$ cat src/rtl/gat_pkg.sv
// Shared constants and FSM state type for the GAT layer sequencer.
package gat_pkg;

  // Default feature buffer geometry: 2708 nodes x 16 words per node, 32-bit words.
  localparam int GAT_DEFAULT_DEPTH = 43328;
  localparam int GAT_DEFAULT_WIDTH = 32;

  // Output buffer depth; the read throttle assumes exactly two entries.
  localparam int GAT_FIFO_DEPTH = 2;

  typedef enum logic [2:0] {
    ST_IDLE      = 3'd0,
    ST_WAIT_LOAD = 3'd1,
    ST_RUN       = 3'd2,
    ST_DRAIN     = 3'd3,
    ST_NEXT      = 3'd4
  } gat_state_e;

endpackage

$ cat src/rtl/feat_skid_fifo.sv
// Two-entry FIFO that absorbs BRAM read latency in front of the result stream.
// The head entry drives the stream directly, so it stays stable while stalled.
module feat_skid_fifo #(
  parameter int WIDTH = 32
) (
  input  logic             clk,
  input  logic             rst_n,
  input  logic             push,
  input  logic [WIDTH-1:0] push_data,
  input  logic             push_last,
  input  logic             pop_ready,
  output logic [WIDTH-1:0] out_data,
  output logic             out_valid,
  output logic             out_last,
  output logic [1:0]       occ
);

  logic [WIDTH-1:0] data_q [2];
  logic [WIDTH-1:0] data_d [2];
  logic [1:0]       last_q;
  logic [1:0]       last_d;
  logic             wr_ptr_q, wr_ptr_d;
  logic             rd_ptr_q, rd_ptr_d;
  logic [1:0]       occ_q, occ_d;
  logic             pop;

  assign out_valid = (occ_q != 2'd0);
  assign out_data  = out_valid ? data_q[rd_ptr_q] : '0;
  assign out_last  = out_valid & last_q[rd_ptr_q];
  assign occ       = occ_q;
  assign pop       = out_valid & pop_ready;

  // Next-state: write at the tail on push, advance the head on accepted pop.
  always_comb begin
    data_d   = data_q;
    last_d   = last_q;
    wr_ptr_d = wr_ptr_q;
    rd_ptr_d = rd_ptr_q;
    if (push) begin
      data_d[wr_ptr_q] = push_data;
      last_d[wr_ptr_q] = push_last;
      wr_ptr_d         = ~wr_ptr_q;
    end
    if (pop) begin
      rd_ptr_d = ~rd_ptr_q;
    end
    occ_d = occ_q + {1'b0, push} - {1'b0, pop};
  end

  // Storage and pointers; reset empties the buffer and clears the head word.
  always_ff @(posedge clk or negedge rst_n) begin
    if (!rst_n) begin
      data_q[0] <= '0;
      data_q[1] <= '0;
      last_q    <= '0;
      wr_ptr_q  <= 1'b0;
      rd_ptr_q  <= 1'b0;
      occ_q     <= 2'd0;
    end else begin
      data_q[0] <= data_d[0];
      data_q[1] <= data_d[1];
      last_q    <= last_d;
      wr_ptr_q  <= wr_ptr_d;
      rd_ptr_q  <= rd_ptr_d;
      occ_q     <= occ_d;
    end
  end

endmodule

$ cat src/rtl/gat_layer_seq.sv
// Two-layer GAT run sequencer: waits for host loads, lets the core compute,
// then streams the feature BRAM out through a two-entry buffer.
module gat_layer_seq
  import gat_pkg::*;
#(
  parameter int NEW_FEATURE_DEPTH  = GAT_DEFAULT_DEPTH,
  parameter int NEW_FEATURE_WIDTH  = GAT_DEFAULT_WIDTH,
  parameter int NEW_FEATURE_ADDR_W = $clog2(NEW_FEATURE_DEPTH)
) (
  input  logic                          clk,
  input  logic                          rst_n,
  input  logic                          start,
  input  logic                          h_data_bram_load_done,
  input  logic                          h_node_info_bram_load_done,
  input  logic                          wgt_bram_load_done,
  output logic                          gat_layer,
  input  logic                          gat_ready,
  output logic [NEW_FEATURE_ADDR_W+1:0] feat_bram_addrb,
  input  logic [NEW_FEATURE_WIDTH-1:0]  feat_bram_dout,
  output logic [NEW_FEATURE_WIDTH-1:0]  m_feat_data,
  output logic                          m_feat_valid,
  output logic                          m_feat_last,
  input  logic                          m_feat_ready,
  output logic                          busy,
  output logic                          done
);

  localparam logic [NEW_FEATURE_ADDR_W-1:0] LAST_ADDR = NEW_FEATURE_ADDR_W'(NEW_FEATURE_DEPTH - 1);

  gat_state_e                    state_q, state_d;
  logic                          gat_layer_q, gat_layer_d;
  logic [NEW_FEATURE_ADDR_W-1:0] word_addr_q, word_addr_d;
  logic                          all_issued_q, all_issued_d;
  logic                          inflight_q, inflight_d;
  logic                          inflight_last_q, inflight_last_d;
  logic                          load_all_prev_q;
  logic                          gat_ready_prev_q;

  logic       load_all;
  logic       load_rise;
  logic       ready_rise;
  logic       pop;
  logic       issue;
  logic [1:0] occ;
  logic [2:0] fill;

  assign load_all   = h_data_bram_load_done & h_node_info_bram_load_done & wgt_bram_load_done;
  assign load_rise  = load_all & ~load_all_prev_q;
  assign ready_rise = gat_ready & ~gat_ready_prev_q;
  assign pop        = m_feat_valid & m_feat_ready;

  // A read may go out only if its word is guaranteed a FIFO slot on return.
  assign fill  = {1'b0, occ} + {2'b00, inflight_q};
  assign issue = (state_q == ST_DRAIN) && !all_issued_q && (fill < (3'd2 + {2'b00, pop}));

  assign feat_bram_addrb = {word_addr_q, 2'b00};
  assign gat_layer       = gat_layer_q;
  assign busy            = (state_q != ST_IDLE);
  assign done            = (state_q == ST_NEXT) && gat_layer_q;

  // FSM, read address counter and in-flight tracking.
  always_comb begin
    state_d         = state_q;
    gat_layer_d     = gat_layer_q;
    word_addr_d     = word_addr_q;
    all_issued_d    = all_issued_q;
    inflight_d      = 1'b0;
    inflight_last_d = 1'b0;
    case (state_q)
      ST_IDLE: begin
        if (start) state_d = ST_WAIT_LOAD;
      end
      ST_WAIT_LOAD: begin
        if (load_rise) state_d = ST_RUN;
      end
      ST_RUN: begin
        if (ready_rise) begin
          state_d      = ST_DRAIN;
          word_addr_d  = '0;
          all_issued_d = 1'b0;
        end
      end
      ST_DRAIN: begin
        if (issue) begin
          inflight_d      = 1'b1;
          inflight_last_d = (word_addr_q == LAST_ADDR);
          // Park on the last address instead of wrapping.
          if (word_addr_q == LAST_ADDR) all_issued_d = 1'b1;
          else                          word_addr_d  = word_addr_q + 1'b1;
        end
        if (pop && m_feat_last) state_d = ST_NEXT;
      end
      ST_NEXT: begin
        if (gat_layer_q) begin
          gat_layer_d = 1'b0;
          state_d     = ST_IDLE;
        end else begin
          gat_layer_d = 1'b1;
          state_d     = ST_WAIT_LOAD;
        end
      end
      default: state_d = ST_IDLE;
    endcase
  end

  // Control registers, including the edge-detect history of the host/core levels.
  always_ff @(posedge clk or negedge rst_n) begin
    if (!rst_n) begin
      state_q          <= ST_IDLE;
      gat_layer_q      <= 1'b0;
      word_addr_q      <= '0;
      all_issued_q     <= 1'b0;
      inflight_q       <= 1'b0;
      inflight_last_q  <= 1'b0;
      load_all_prev_q  <= 1'b0;
      gat_ready_prev_q <= 1'b0;
    end else begin
      state_q          <= state_d;
      gat_layer_q      <= gat_layer_d;
      word_addr_q      <= word_addr_d;
      all_issued_q     <= all_issued_d;
      inflight_q       <= inflight_d;
      inflight_last_q  <= inflight_last_d;
      load_all_prev_q  <= load_all;
      gat_ready_prev_q <= gat_ready;
    end
  end

  feat_skid_fifo #(
    .WIDTH(NEW_FEATURE_WIDTH)
  ) u_fifo (
    .clk       (clk),
    .rst_n     (rst_n),
    .push      (inflight_q),
    .push_data (feat_bram_dout),
    .push_last (inflight_last_q),
    .pop_ready (m_feat_ready),
    .out_data  (m_feat_data),
    .out_valid (m_feat_valid),
    .out_last  (m_feat_last),
    .occ       (occ)
  );

endmodule
$ cat config.mk
export PLATFORM = sky130hd
export DESIGN_NAME = gat_layer_seq
export DESIGN_NICKNAME = d
export VERILOG_FILES = /design/src/rtl/gat_pkg.sv /design/src/rtl/feat_skid_fifo.sv /design/src/rtl/gat_layer_seq.sv
export SDC_FILE = /design/constraint.sdc
export NUM_CORES = 1
export LEC_CHECK = 0
export BUFFER_PORTS_ARGS = -buffer_cell sky130_fd_sc_hd__buf_2
export CAP_MARGIN = 20
export CORE_AREA = 8 8 152 83
export DETAILED_ROUTE_END_ITERATION = 10
export DIE_AREA = 0 0 160 91
export MAX_ROUTING_LAYER = met4
export PLACE_DENSITY_LB_ADDON = 0.05
export SYNTH_ARGS = -nofsm -noshare
export SYNTH_HDL_FRONTEND = slang
export SYNTH_SLANG_ARGS = --single-unit
$ cat constraint.sdc
create_clock -name clk -period 1.7 [get_ports clk]
set_input_delay 0.255 -clock clk [delete_from_list [all_inputs] [get_ports clk]]
set_output_delay 0.255 -clock clk [all_outputs]
set_load 0.1 [all_outputs]
== Word level (Yosys, flattened, before mapping) ==
Index checks and enable logic that the tools add are counted.

* Bits of input ports: 40
* Logic and storage cells: 95
* Register bits after elaboration: 95
* Output and inout port bits: 55

* Bitwise operators: 12
* Eq/ne operators: 12
* Muxes and demuxes: 31
* Add/sub/neg operators: 5
* Reduce and logical (&&, ||, !) cells: 14
* Magnitude comparators: 7

{| class="wikitable"
|+ Operators with widths
! operator !! number
|-
| $mux 32 || 5
|-
| $bwmux 64 || 1
|-
| $mux 16 || 3
|-
| $demux 32 s1 || 1
|-
| $pmux 16 s2 || 1
|-
| $add 16x1->16 const B || 1
|-
| $eq 16x16->1 const B || 1
|-
| $pmux 3 s5 || 1
|-
| $mux 1 || 12
|-
| $mux 3 || 4
|-
| $reduce_and 4->1 || 3
|-
| $ne 2x2->1 const B || 5
|-
| $and 1x1->1 || 6
|-
| $eq 3x2->1 const B || 2
|-
| $logic_and 1x1->1 || 6
|-
| $ge 2x2->1 const B || 2
|-
| $lt 1x2->1 const B || 2
|-
| $ne 2x1->1 const B || 2
|-
| $not 1->1 || 4
|-
| $not 1->2 || 2
|-
| $reduce_bool 2->1 || 2
|-
| $add 2x1->3 || 1
|-
| $add 2x1->3 const A || 1
|-
| $eq 3x1->1 const B || 1
|-
| 12 further kinds || 12
|}

== Longest topological paths before layout ==
* Depth after elaboration: 7
* Depth in mapped cells: 7
* Mapped depth without buffers: 7

== Modules after synthesis ==
Synthesis repeated with hierarchy kept, for this count alone.

* Cells, all modules: 376
* Area, all modules: 4758.3 µm²

{| class="wikitable"
|+ By module, submodules not included
! module !! cells each !! seq. area each (µm²) !! times used !! area each (µm²)
|-
| feat_skid_fifo || 230 || 1751.7 || 1 || 3331.9
|-
| gat_layer_seq || 146 || 625.6 || 1 || 1426.4
|}

== Worst setup path before layout ==
OpenSTA, ideal clock, no wires.

* Kind: flip-flop to output port
* Start: register u_fifo.rd_ptr_q
* End: output port m_feat_data[10]
* Path buffers: 2
* Required time: 1.445 ns
* Cell stages (with the launch flop): 5
* Arrival: 2.237 ns
* Setup slack: -0.792 ns
* Path through: dfrtp_1 clkbuf_1 buf_2 mux2i_1 nor2_1

* Cells in the longest elaborated chain, start to end: 5

{| class="wikitable"
|+ Ends and longest elaborated chain
! what !! line !! RTL
|-
| start, declared || feat_skid_fifo.sv:23 || <nowiki>logic rd_ptr_q, rd_ptr_d;</nowiki>
|-
| start signal, assigned || feat_skid_fifo.sv:64 || <nowiki>rd_ptr_q <= rd_ptr_d;</nowiki>
|-
| $not 1->2 (implied by the code) || feat_skid_fifo.sv:28 || <nowiki>assign out_data = out_valid ? data_q[rd_ptr_q] : '0;</nowiki>
|-
| $mux 32 (implied by the code) (3 in a row) || feat_skid_fifo.sv:28 ||
|-
| $mux 32 || feat_skid_fifo.sv:28 ||
|-
| end, declared || gat_layer_seq.sv:20 || <nowiki>output logic [NEW_FEATURE_WIDTH-1:0] m_feat_data,</nowiki>
|}

No other way between the ends. The select of a mux whose other input is x is not followed.

== Final worst setup path ==
* Start: register u_fifo.occ_q[0], in the netlist u_fifo.occ[0]
* End: output port m_feat_data[19]

* Cells in the longest elaborated chain, start to end: 2

{| class="wikitable"
|+ Ends and longest elaborated chain
! what !! line !! RTL
|-
| start, declared || feat_skid_fifo.sv:24 || <nowiki>logic [1:0] occ_q, occ_d;</nowiki>
|-
| start signal, assigned || feat_skid_fifo.sv:58 || <nowiki>occ_q <= 2'd0;</nowiki>
|-
| start signal, assigned || feat_skid_fifo.sv:65 || <nowiki>occ_q <= occ_d;</nowiki>
|-
| $reduce_bool 2->1 || feat_skid_fifo.sv:27 || <nowiki>assign out_valid = (occ_q != 2'd0);</nowiki>
|-
| $mux 32 || feat_skid_fifo.sv:28 ||
|}

No other way between the ends.

==> out/metrics.csv <==
stage,metric,value,unit
cells_and_area,Synth-to-Final Area Change,55.74,%
cells_and_area,Final Non-Filler Cells,654,
synthesis,"area leader, netlist",dfrtp_1,
sta,final hold violation count,0,
synthesis,Post-synth EDFFs,0,
cells_and_area,fin area,7114,um^2
flow_run,max_cap viols,0,
critical_path,worst setup path category,flop to primary output,
clocking,CTS tree,yes,
synthesis,synth warn,0,
global_routing,grt ovf,0,
global_routing,largest net degree at the start of global routing,33,
status,outcome,finished with violations,
clocking,total CTS buffers,9,
synthesis,ys async rst share,100.0,%
place,Post-DP Area,6264,um^2
min_path,worst hold path type,primary input to flop,
synthesis,"top cells by area, synth","dfrtp_1 (52%), mux2_2 (16%), mux2i_1 (7.7%)",
sta,Setup Skew,6.069,ps
floorplanning,initial core utilization,43.34,%
sta,maximum clock frequency,551.9,MHz
drt,vias post-DR,3467,
clocking,Bufs on Longest Clock Path,2,
sta,Max Slew Vio Count,0,
floorplanning,IO Count,95,
sta,fin crit share,106.6,%
synthesis,Avg Inst Size Synth,12.18,um^2
synthesis,mapped cell area,4568,um^2
global_routing,GR peak layer,met2,
place,gpl congestion,0.8607,
global_routing,GR met2 Demand/Resource,24.16,%
place,DPL Wire Length,8549,um
synthesis,number of cells produced by synthesis,375,
critical_path,crit path launch type,flop,
floorplanning,die area,14560,um^2
critical_path,WP data required,1440,ps
floorplanning,Die Wd,160,um
clocking,Worst-path clk slew,60,ps
global_routing,initial antenna violation count,0,
status,failing checks,setup timing,
cells_and_area,share of cells above drive strength 1,66.21,%
synthesis,synthesized flop and latch total,95,
drt,post-route ant nets,0,
place,PortBufs,92,
critical_path,CP arrival,1560,ps
drt,initial drt markers,159,
global_routing,vias in the first global route,3784,
floorplanning,core area,10540,um^2
floorplanning,Die Y,91,um
synthesis,Main synth FF type,dfrtp_1,
global_routing,met3 usage,5.766,%
clocking,clk_lat worst skew,340,ps
drt,drc violations,0,
cells_and_area,n_diodes,0,
global_routing,met1 Use GR,23.75,%
synthesis,sequential share of the synthesized area,52.04,%
sta,final setup margin,-111.8,ps
critical_path,Crit. End Element,primary output,
sta,final setup fails,37,
cells_and_area,NumNets Final,549,
sta,RSZ-0062 raised after global routing,true,
drt,Routed wire per std cell,18.58,um
synthesis,Yosys top cell area share,52.04,%
drt,Pre-Repair DR Iteration Count,4,
clocking,CTS H-tree lvls,3,
synthesis,Yosys cell types,51,
clocking,clock sinks,95,
drt,WL final,12150,um
sta,min Tclk post-route,1812,ps
critical_path,CP max FO,8,
floorplanning,Rows,27,
place,placed insts,618,
drt,routed vias/inst,5.301,
global_routing,first-pass GRT wire length,19700,um
global_routing,GRT Resource Usage Total,17.17,%
clocking,Root Buffer,clkbuf_16,
state kept, by name, summed over array words and instances (netlist names):
signal and cells:
u_fifo.data_q 64, load_all_prev_q 1, word_addr_q 16, all_issued_q 1, u_fifo.last_q 2, gat_ready_prev_q 1
inflight_last_q 1, state_q 3, inflight_q 1, u_fifo.wr_ptr_q 1, gat_layer 1, u_fifo.occ 2
u_fifo.rd_ptr_q 1
worst max-delay path, cell delays in order (launching register included):
cell	delay, ps
dfrtp_1	400
buf_6	140
nor2_4	140
buf_12	150
buf_12	160
nor2_4	60
buf_12	170
final timing paths:
check                               from                end  slack, ps  cells past startpoint
setup / recovery           u_fifo.occ[0]    m_feat_data[19]       -110                      6
hold / removal                 gat_ready   gat_ready_prev_q         50                      1
setup reg to reg           u_fifo.occ[1]     word_addr_q[5]        -40                      7
hold reg to reg                gat_layer          gat_layer        510                      1
max in group asynchronous          rst_n  u_fifo.data_q[24]        730                      3
min in group asynchronous          rst_n     word_addr_q[8]        410                      2
cell usage in the layout (no fill, tap or decap), types with 4 or more instances in the layout:
cell type / instances
a21oi_1: 4
a21oi_2: 6
a31oi_1: 12
and3_4: 4
buf_12: 47
buf_2: 55
buf_4: 28
buf_6: 8
clkbuf_16: 9
dfrtp_1: 74
dfrtp_2: 12
dfrtp_4: 9
ha_4: 4
inv_1: 4
mux2_2: 66
mux2i_1: 9
mux2i_2: 22
mux2i_4: 4
nand2_1: 14
nand3_1: 6
nor2_1: 6
nor2_4: 33
o21a_1: 4
o21ai_0: 7
per-layer routing:
metal  wire length [um]  vias to the layer above  part of all wire, %
li1                   -                     1596                    -
met1               5893                     1748                   49
met2               5260                      114                   43
met3                912                        9                  7.5
met4                 81                        0                 0.67
met5                  0                        -                    0
cells in the mapped netlist, types with 2 or more instances:
cell	instances
dfrtp_1	95
mux2_2	66
nor2_1	41
mux2i_1	35
nand2_1	14
a31oi_1	12
a21oi_1	11
buf_2	9
inv_1	7
o21ai_0	7
clkbuf_1	6
nand3_1	6
and3_1	5
ha_1	5
buf_4	4
o21a_1	4
xnor2_1	4
a41oi_1	3
buf_6	3
a21o_1	2
and3b_1	2
nand3b_1	2
nand4_2	2
nor2b_1	2
or3_1	2
per-stage QoR:
stage	setup WS [ps]	hold slack (ps)	TNS, ps	util (%)
6_report	-111.8	45.76	-2643	67.50
5_1_grt	-157.1	32.10	-5194	67.50
4_1_cts	-114.1	33.63	-3325	64.74
3_5_place_dp	-74.87	232.9	-320.4	59.43
3_3_place_gp	-26.37	229.1	-69.58	59.43
2_1_floorplan	-87.11	-40.59	-697.7	-
what timing repair did:
action                                  in CTS  in global routing
gates cloned                                 1                  0
endpoints found under the setup margin      45                 51
buffers inserted                             7                 11
pin swaps                                    4                 12
gates resized for setup                     39                 40
hold buffers                                 1                  0
hold endpoints to repair                    29                  0
layout make-up:
type                       instances  area (um^2)
clock inverter                     4        95.09
timing repair buffer             139         1526
clock buffer                      12        236.5
inverter                           7        30.03
tap                              145        181.4
sequential                        95         2426
fill                             783         3426
multi-input combinational        252         2619
cell families after synthesis:
family                     synth area share [%]
AOI/OAI and AO/OA                         6.984
xor gates and xnor gates                 0.9586
adders and majority gates                 1.369
buffers and inverters                     3.533
DFF                                       52.04
muxes                                     23.94
other                                   0.08209
and+or+nand+nor                           11.09
Power is not shown: default switching activity piles up to over one toggle a cycle in this logic, so the estimate is an artifact.
